<file path="src/rtl/cpu_run_ctrl_if.sv">
// Board-side control/status bundle for cpu_run_ctrl: tick source, buttons, halt and
// the clock-enable/status outputs towards the core and the board.
interface cpu_run_ctrl_if;
    logic        tick_clk;
    logic        btn_run;
    logic        btn_step;
    logic        mode_fast;
    logic        halt_req;
    logic        cpu_ce;
    logic        running;
    logic        halted;
    logic [31:0] ce_count;

    modport master (
        output tick_clk,
        output btn_run,
        output btn_step,
        output mode_fast,
        output halt_req,
        input  cpu_ce,
        input  running,
        input  halted,
        input  ce_count
    );

    modport slave (
        input  tick_clk,
        input  btn_run,
        input  btn_step,
        input  mode_fast,
        input  halt_req,
        output cpu_ce,
        output running,
        output halted,
        output ce_count
    );
endinterface

</file>
<file path="src/rtl/cpu_run_ctrl.sv">
// Run/pause/step controller: turns slow divided-clock edges into single-cycle core clock
// enables on the board clock, with debounced buttons, fast-run bypass and sticky halt.
module cpu_run_ctrl #(
    parameter int unsigned DEBOUNCE_CYCLES = 1_000_000,
    parameter int unsigned DB_W            = 20
) (
    input  logic          clk,
    input  logic          rst_n,
    cpu_run_ctrl_if.slave bus
);

    typedef enum logic [1:0] {StPause, StRun, StStep, StHalt} state_e;

    localparam logic [DB_W-1:0] DbLast = DB_W'(DEBOUNCE_CYCLES - 1);

    logic            r_tick_s0;
    logic            r_tick_s1;
    logic            r_tick_sd;
    logic            w_tick_edge;
    logic            w_tick;

    logic [1:0]      w_btn_raw;
    logic [1:0]      r_btn_s0;
    logic [1:0]      r_btn_s1;
    logic [1:0]      r_btn_lvl;
    logic [1:0]      r_btn_ev;
    logic [DB_W-1:0] r_db_cnt [2];
    logic            w_run_ev;
    logic            w_step_ev;

    state_e          r_state;
    logic            r_cpu_ce;
    logic            r_running;
    logic            r_halted;
    logic [31:0]     r_ce_count;

    // tick_clk is asynchronous to clk: two sync stages, then a delay flop for edge detect.
    always_ff @(posedge clk or negedge rst_n) begin
        if (!rst_n) begin
            r_tick_s0 <= 1'b0;
            r_tick_s1 <= 1'b0;
            r_tick_sd <= 1'b0;
        end else begin
            r_tick_s0 <= bus.tick_clk;
            r_tick_s1 <= r_tick_s0;
            r_tick_sd <= r_tick_s1;
        end
    end

    assign w_tick_edge = r_tick_s1 & ~r_tick_sd;
    assign w_tick      = bus.mode_fast | w_tick_edge;

    // Index 0 is the run button, index 1 the step button.
    assign w_btn_raw = {bus.btn_step, bus.btn_run};

    always_ff @(posedge clk or negedge rst_n) begin
        if (!rst_n) begin
            r_btn_s0  <= '0;
            r_btn_s1  <= '0;
            r_btn_lvl <= '0;
            r_btn_ev  <= '0;
            for (int i = 0; i < 2; i++) begin
                r_db_cnt[i] <= '0;
            end
        end else begin
            r_btn_s0 <= w_btn_raw;
            r_btn_s1 <= r_btn_s0;
            r_btn_ev <= '0;
            for (int i = 0; i < 2; i++) begin
                if (r_btn_s1[i] == r_btn_lvl[i]) begin
                    r_db_cnt[i] <= '0;
                end else if (r_db_cnt[i] == DbLast) begin
                    r_btn_lvl[i] <= r_btn_s1[i];
                    r_db_cnt[i]  <= '0;
                    // Only an accepted press raises an event; releases are silent.
                    r_btn_ev[i]  <= r_btn_s1[i];
                end else begin
                    r_db_cnt[i] <= r_db_cnt[i] + 1'b1;
                end
            end
        end
    end

    assign w_run_ev  = r_btn_ev[0];
    assign w_step_ev = r_btn_ev[1];

    always_ff @(posedge clk or negedge rst_n) begin
        if (!rst_n) begin
            r_state    <= StPause;
            r_cpu_ce   <= 1'b0;
            r_running  <= 1'b0;
            r_halted   <= 1'b0;
            r_ce_count <= '0;
        end else begin
            if (r_cpu_ce) begin
                r_ce_count <= r_ce_count + 32'd1;
            end
            r_cpu_ce <= 1'b0;
            // Halt overrides every event and tick, from any state.
            if (bus.halt_req) begin
                r_state   <= StHalt;
                r_running <= 1'b0;
                r_halted  <= 1'b1;
            end else begin
                case (r_state)
                    StPause: begin
                        if (w_run_ev) begin
                            r_state   <= StRun;
                            r_running <= 1'b1;
                        end else if (w_step_ev) begin
                            r_state <= StStep;
                        end
                    end
                    StRun: begin
                        if (w_run_ev) begin
                            r_state   <= StPause;
                            r_running <= 1'b0;
                        end else begin
                            r_cpu_ce <= w_tick;
                        end
                    end
                    StStep: begin
                        if (w_tick) begin
                            r_cpu_ce <= 1'b1;
                            r_state  <= StPause;
                        end
                    end
                    StHalt: begin
                        r_state <= StHalt;
                    end
                    default: begin
                        r_state <= StPause;
                    end
                endcase
            end
        end
    end

    assign bus.cpu_ce   = r_cpu_ce;
    assign bus.running  = r_running;
    assign bus.halted   = r_halted;
    assign bus.ce_count = r_ce_count;

endmodule

</file>
<file path="src/flat_wrapper.sv">
// flat-port wrapper written by rule: the top's interface ports become plain ports
module cpu_run_ctrl_flat 
#(
    parameter int unsigned DEBOUNCE_CYCLES = 1_000_000,
    parameter int unsigned DB_W            = 20
)
  (clk, rst_n, bus_tick_clk, bus_btn_run, bus_btn_step, bus_mode_fast, bus_halt_req, bus_cpu_ce, bus_running, bus_halted, bus_ce_count);
  cpu_run_ctrl_if bus_i ();
  input  logic clk;
  input  logic rst_n;
  input wire logic [$bits(bus_i.tick_clk)-1:0] bus_tick_clk;
  input wire logic [$bits(bus_i.btn_run)-1:0] bus_btn_run;
  input wire logic [$bits(bus_i.btn_step)-1:0] bus_btn_step;
  input wire logic [$bits(bus_i.mode_fast)-1:0] bus_mode_fast;
  input wire logic [$bits(bus_i.halt_req)-1:0] bus_halt_req;
  output wire logic [$bits(bus_i.cpu_ce)-1:0] bus_cpu_ce;
  output wire logic [$bits(bus_i.running)-1:0] bus_running;
  output wire logic [$bits(bus_i.halted)-1:0] bus_halted;
  output wire logic [$bits(bus_i.ce_count)-1:0] bus_ce_count;
  assign bus_i.tick_clk = bus_tick_clk;
  assign bus_i.btn_run = bus_btn_run;
  assign bus_i.btn_step = bus_btn_step;
  assign bus_i.mode_fast = bus_mode_fast;
  assign bus_i.halt_req = bus_halt_req;
  assign bus_cpu_ce = bus_i.cpu_ce;
  assign bus_running = bus_i.running;
  assign bus_halted = bus_i.halted;
  assign bus_ce_count = bus_i.ce_count;
  cpu_run_ctrl #(.DEBOUNCE_CYCLES(DEBOUNCE_CYCLES), .DB_W(DB_W)) u_core (.clk(clk), .rst_n(rst_n), .bus(bus_i));
endmodule
</file>
<file path="config.mk">
export PLATFORM = sky130hd
export DESIGN_NAME = cpu_run_ctrl_flat
export DESIGN_NICKNAME = d
export VERILOG_FILES = /design/src/rtl/cpu_run_ctrl_if.sv /design/src/rtl/cpu_run_ctrl.sv /design/src/flat_wrapper.sv
export SDC_FILE = /design/constraint.sdc
export NUM_CORES = 1
export LEC_CHECK = 0
export CORE_MARGIN = 2
export CORE_UTILIZATION = 50
export CTS_BUF_LIST = sky130_fd_sc_hd__clkbuf_4
export DETAILED_ROUTE_END_ITERATION = 10
export PLACE_DENSITY = 0.71
export SYNTH_ARGS = -nofsm -noshare
export SYNTH_HDL_FRONTEND = slang
export SYNTH_SLANG_ARGS = --single-unit
</file>
<file path="constraint.sdc">
create_clock -name clk -period 2.6 [get_ports clk]
set_input_delay 0.39 -clock clk [delete_from_list [all_inputs] [get_ports clk]]
set_output_delay 0.39 -clock clk [all_outputs]
set_load 0.03 [all_outputs]
</file>
==> impl_metrics.env <==
export IMPL_htree_levels=3
export IMPL_r2r_end="u_core.bus.ce_count[29]"
export IMPL_crit_fanout=7
export IMPL_critPathKind="flop to output port"
export IMPL_num_antenna_cells=0
export IMPL_grt_max_degree=89
export IMPL_first_pass_iters=4
export IMPL_cts_tree="yes"
export IMPL_path_delay_family="buffers and inverters"
export IMPL_setup_ws_ps=528
export IMPL_dp_hpwl_mm=5.54
export IMPL_drive_gt1_share_pct=5.92
export IMPL_post_cts_setup_buffers=0
export IMPL_pwr_share_clk_pct=34.6
export IMPL_core_area_um2=8180
export IMPL_synthXorXnorAreaFrac_pct=12.0
export IMPL_ff2ff_setup_slack_ps=620
export IMPL_worst_pin_slew_ps=630
export IMPL_syn_to_final_growth_pct=17.0
export IMPL_swShare_pct=23.6
export IMPL_p_seq_share_pct=58.5
export IMPL_rows=33
export IMPL_grt_overflow_total=0
export IMPL_die_h_um=95.4
export IMPL_gr_usage_all_layers_pct=19.1
export IMPL_layout_commonest_cell="dfrtp_1"
export IMPL_slew_violations=0
export IMPL_multi_input_area_um2=1890
export IMPL_die_w_um=95.4
export IMPL_ys_ff_latch=88
export IMPL_fin_crit_ps=2070
export IMPL_hp_class="flop to flop"
export IMPL_synth_nets=418
export IMPL_synthAdderAreaFrac_pct=2.40
export IMPL_worst_r2r_cell_count=4
export IMPL_fmax_mhz=483
export IMPL_timing_setup_tns_ps=0
export IMPL_finalHoldViolations=0
export IMPL_place_ws_ps=622
export IMPL_cp_cell_sequence="clkdlybuf4s50_1"
export IMPL_ys_seq_area_share_pct=52.7
export IMPL_first_global_vias=2976
export IMPL_synth_cell_types=36
export IMPL_nets=466
export IMPL_p_comb_share_pct=6.8
export IMPL_wl_per_cell_um=14.1
export IMPL_max_stage_delay_ps=730
export IMPL_cts_root_buffer="clkbuf_4"
export IMPL_powerDensity_nw_per_um2=498
export IMPL_path_clk_slew_ps=140
export IMPL_rsz0062_at_grt="no"
export IMPL_synth_top_family_by_area="simple AND/OR/NAND/NOR gates"
export IMPL_post_route_util_pct=59.7
export IMPL_timing_rr_start="u_core.bus.cpu_ce"
export IMPL_p_leak_uw=0.00206
export IMPL_n_fill_cell=680
export IMPL_worstPathArrival_ps=1680
export IMPL_clock_latency_ps=440
export IMPL_clock_path_buffers=2
export IMPL_setup_viol=0
export IMPL_ys_warn_count=0
export IMPL_timing_critical_path_from_type="flop"
export IMPL_start_util_pct=51.1
export IMPL_endpoint_kind="output port"
export IMPL_hp_start="u_core.r_tick_s0"
export IMPL_synth_compound_area_share_pct=5.09
export IMPL_antenna_found_initial=0
export IMPL_worst_path_buf_inv=1
export IMPL_vias=3112
export IMPL_muxShareOfSynthArea_pct=1.29
export IMPL_p_int_uw=1860
export IMPL_whs_endpoint="u_core.r_tick_s1"
export IMPL_power_switching_uw=575
export IMPL_cts_sinks=88
export IMPL_post_cts_resized=0
export IMPL_grt_pass1_wl_mm=13.6
export IMPL_post_route_drc_count=0
export IMPL_syn_area_per_cell_um2=10.4
export IMPL_numCtsBuffers=9
export IMPL_fp_dieArea_um2=9100
export IMPL_initialDrtViolationCount=131
export IMPL_cpMaxStageDelayCell="clkdlybuf4s50_1"
export IMPL_layout_common_cells="88 x dfrtp_1, 40 x clkdlybuf4s50_1, 37 x nor2_1, 32 x nand2_1, 30 x xor2_1"
export IMPL_place_congestion=0.859
export IMPL_status="finished clean"
export IMPL_synth_simple_gate_area_share_pct=24.5
export IMPL_netlist_instances=403
export IMPL_port_buffer_count=41
export IMPL_finClkSkew_ps=17.0
export IMPL_period_share_pct=79.7
export IMPL_critical_path_required_ps=2210
export IMPL_irDropWorstVdd_v=0.000272
export IMPL_detail_route_vias_per_cell=5.55
export IMPL_drtAntennaViolNets=0
export IMPL_maxCapViolCount=0
export IMPL_hold_depth=0
export IMPL_netlist_area_um2=4180
export IMPL_io_pins=42
export IMPL_relSlewSlack_pct=57.6
export IMPL_wirelength_mm=7.89
export IMPL_seq_area_um2=2200
==> registers in the layout, summed over array words and instances, names as in the netlist, 2 cells and up <==
name,count
u_core.r_btn_lvl,2
u_core.r_db_cnt,40
u_core.r_btn_s0,2
u_core.r_btn_s1,2
u_core.r_state,2
u_core.r_btn_ev,2
u_core.bus.ce_count,32
==> how the worst max path moves through the flow <==
stage | start | end | cells past startpoint
after floorplan | u_core.r_db_cnt[32] | u_core.r_db_cnt[37] | 5
after global placement | u_core.bus.cpu_ce | u_core.bus.ce_count[23] | 4
after detailed placement | u_core.bus.cpu_ce | u_core.bus.ce_count[29] | 4
after CTS | u_core.bus.ce_count[22] | bus_ce_count[22] | 1
after global routing | u_core.bus.cpu_ce | u_core.bus.ce_count[29] | 4
final | u_core.bus.ce_count[22] | bus_ce_count[22] | 1
==> cell usage after synthesis <==
cell type  count  area, um^2
a211o_1        1        8.76
a211oi_1       2        15.0
a21oi_1       17        85.1
and2_1         5        31.3
and3_1        10        62.6
and3b_1        1        8.76
and4_1         6        52.6
buf_2          3        15.0
clkbuf_1       5        18.8
dfrtp_1       88        2200
ha_1           8         100
inv_1         13        48.8
mux2_2         3        33.8
mux2i_1        2        20.0
nand2_1       32         120
nand2b_1       2        12.5
nand3_1       25         125
nand3_2        2        20.0
nand4_1       20         125
nand4b_1       3        26.3
nor2_1        37         139
nor2b_1        2        12.5
nor3_1        16        80.1
nor4_1        13        81.3
nor4b_1        3        26.3
o21ai_0        5        25.0
o31ai_1        6        45.0
o31ai_2        1        12.5
o31ai_4        1        21.3
or2_2          1        6.26
or3_1          5        31.3
or4_1          6        45.0
or4_2          1        8.76
or4b_1         1        10.0
xnor2_1       27         236
xor2_1        30         263
==> worst register-to-register path: stages (launching register included) <==
cell and delay (ps):
dfrtp_1 470, and4_1 310, nand4_1 440, nor4_1 510, xor2_1 190
==> power by group through the flow <==
stage / Clock [uW] / Sequential [uW] / Combinational [uW]
after floorplan: 0 / 1470 / 65.3
after global placement: 0 / 1450 / 162
after detailed placement: 0 / 1450 / 168
after CTS: 867 / 1420 / 170
after global routing: 924 / 1430 / 188
final: 843 / 1420 / 166
==> cell type report <==
cell class / count / share of cell area [%]
flip-flops and latches: 88 / 45.1
repair buffers: 45 / 9.27
multi-input cells: 294 / 38.7
well taps: 105 / 2.69
inverters: 13 / 0.999
clock inverters: 6 / 1.72
clock buffers: 10 / 1.54
==> cells by family (layout without fill, tap and decap cells) <==
| logic type | count (synthesis) | after routing |
|---|---|---|
| simple gates | 191 | 191 |
| flops | 88 | 88 |
| xor+xnor | 57 | 57 |
| compound gates | 33 | 33 |
| buf+inv | 21 | 74 |
| fa+ha+maj | 8 | 8 |
| mux | 5 | 5 |
==> metrics by stage <==
step	cells	power, uW	area [um^2]	hold slack [ps]
6_report	561	2430	4880	367
5_1_grt	561	2540	4880	358
4_1_cts	561	2460	4880	346
3_5_place_dp	544	1620	4720	342
3_3_place_gp	544	1610	4720	333
2_1_floorplan	403	1530	4180	94.4
==> repair_timing <==
item	4_1_cts	5_1_grt
endpoints found under the setup margin	0	0
hold endpoints to repair	85	0
hold buffers	1	0
==> per-layer routing <==
| layer | vias up | part of all wire, % | GRT usage (%) |
|---|---|---|---|
| li1 | 1532 | - | - |
| met1 | 1492 | 45 | 24.1 |
| met2 | 73 | 48 | 31.6 |
| met3 | 15 | 4.4 | 3.87 |
| met4 | 0 | 2.6 | 9.29 |
| met5 | - | 0 | 0 |
No activity file was read; power rests on OpenSTA's default activity.
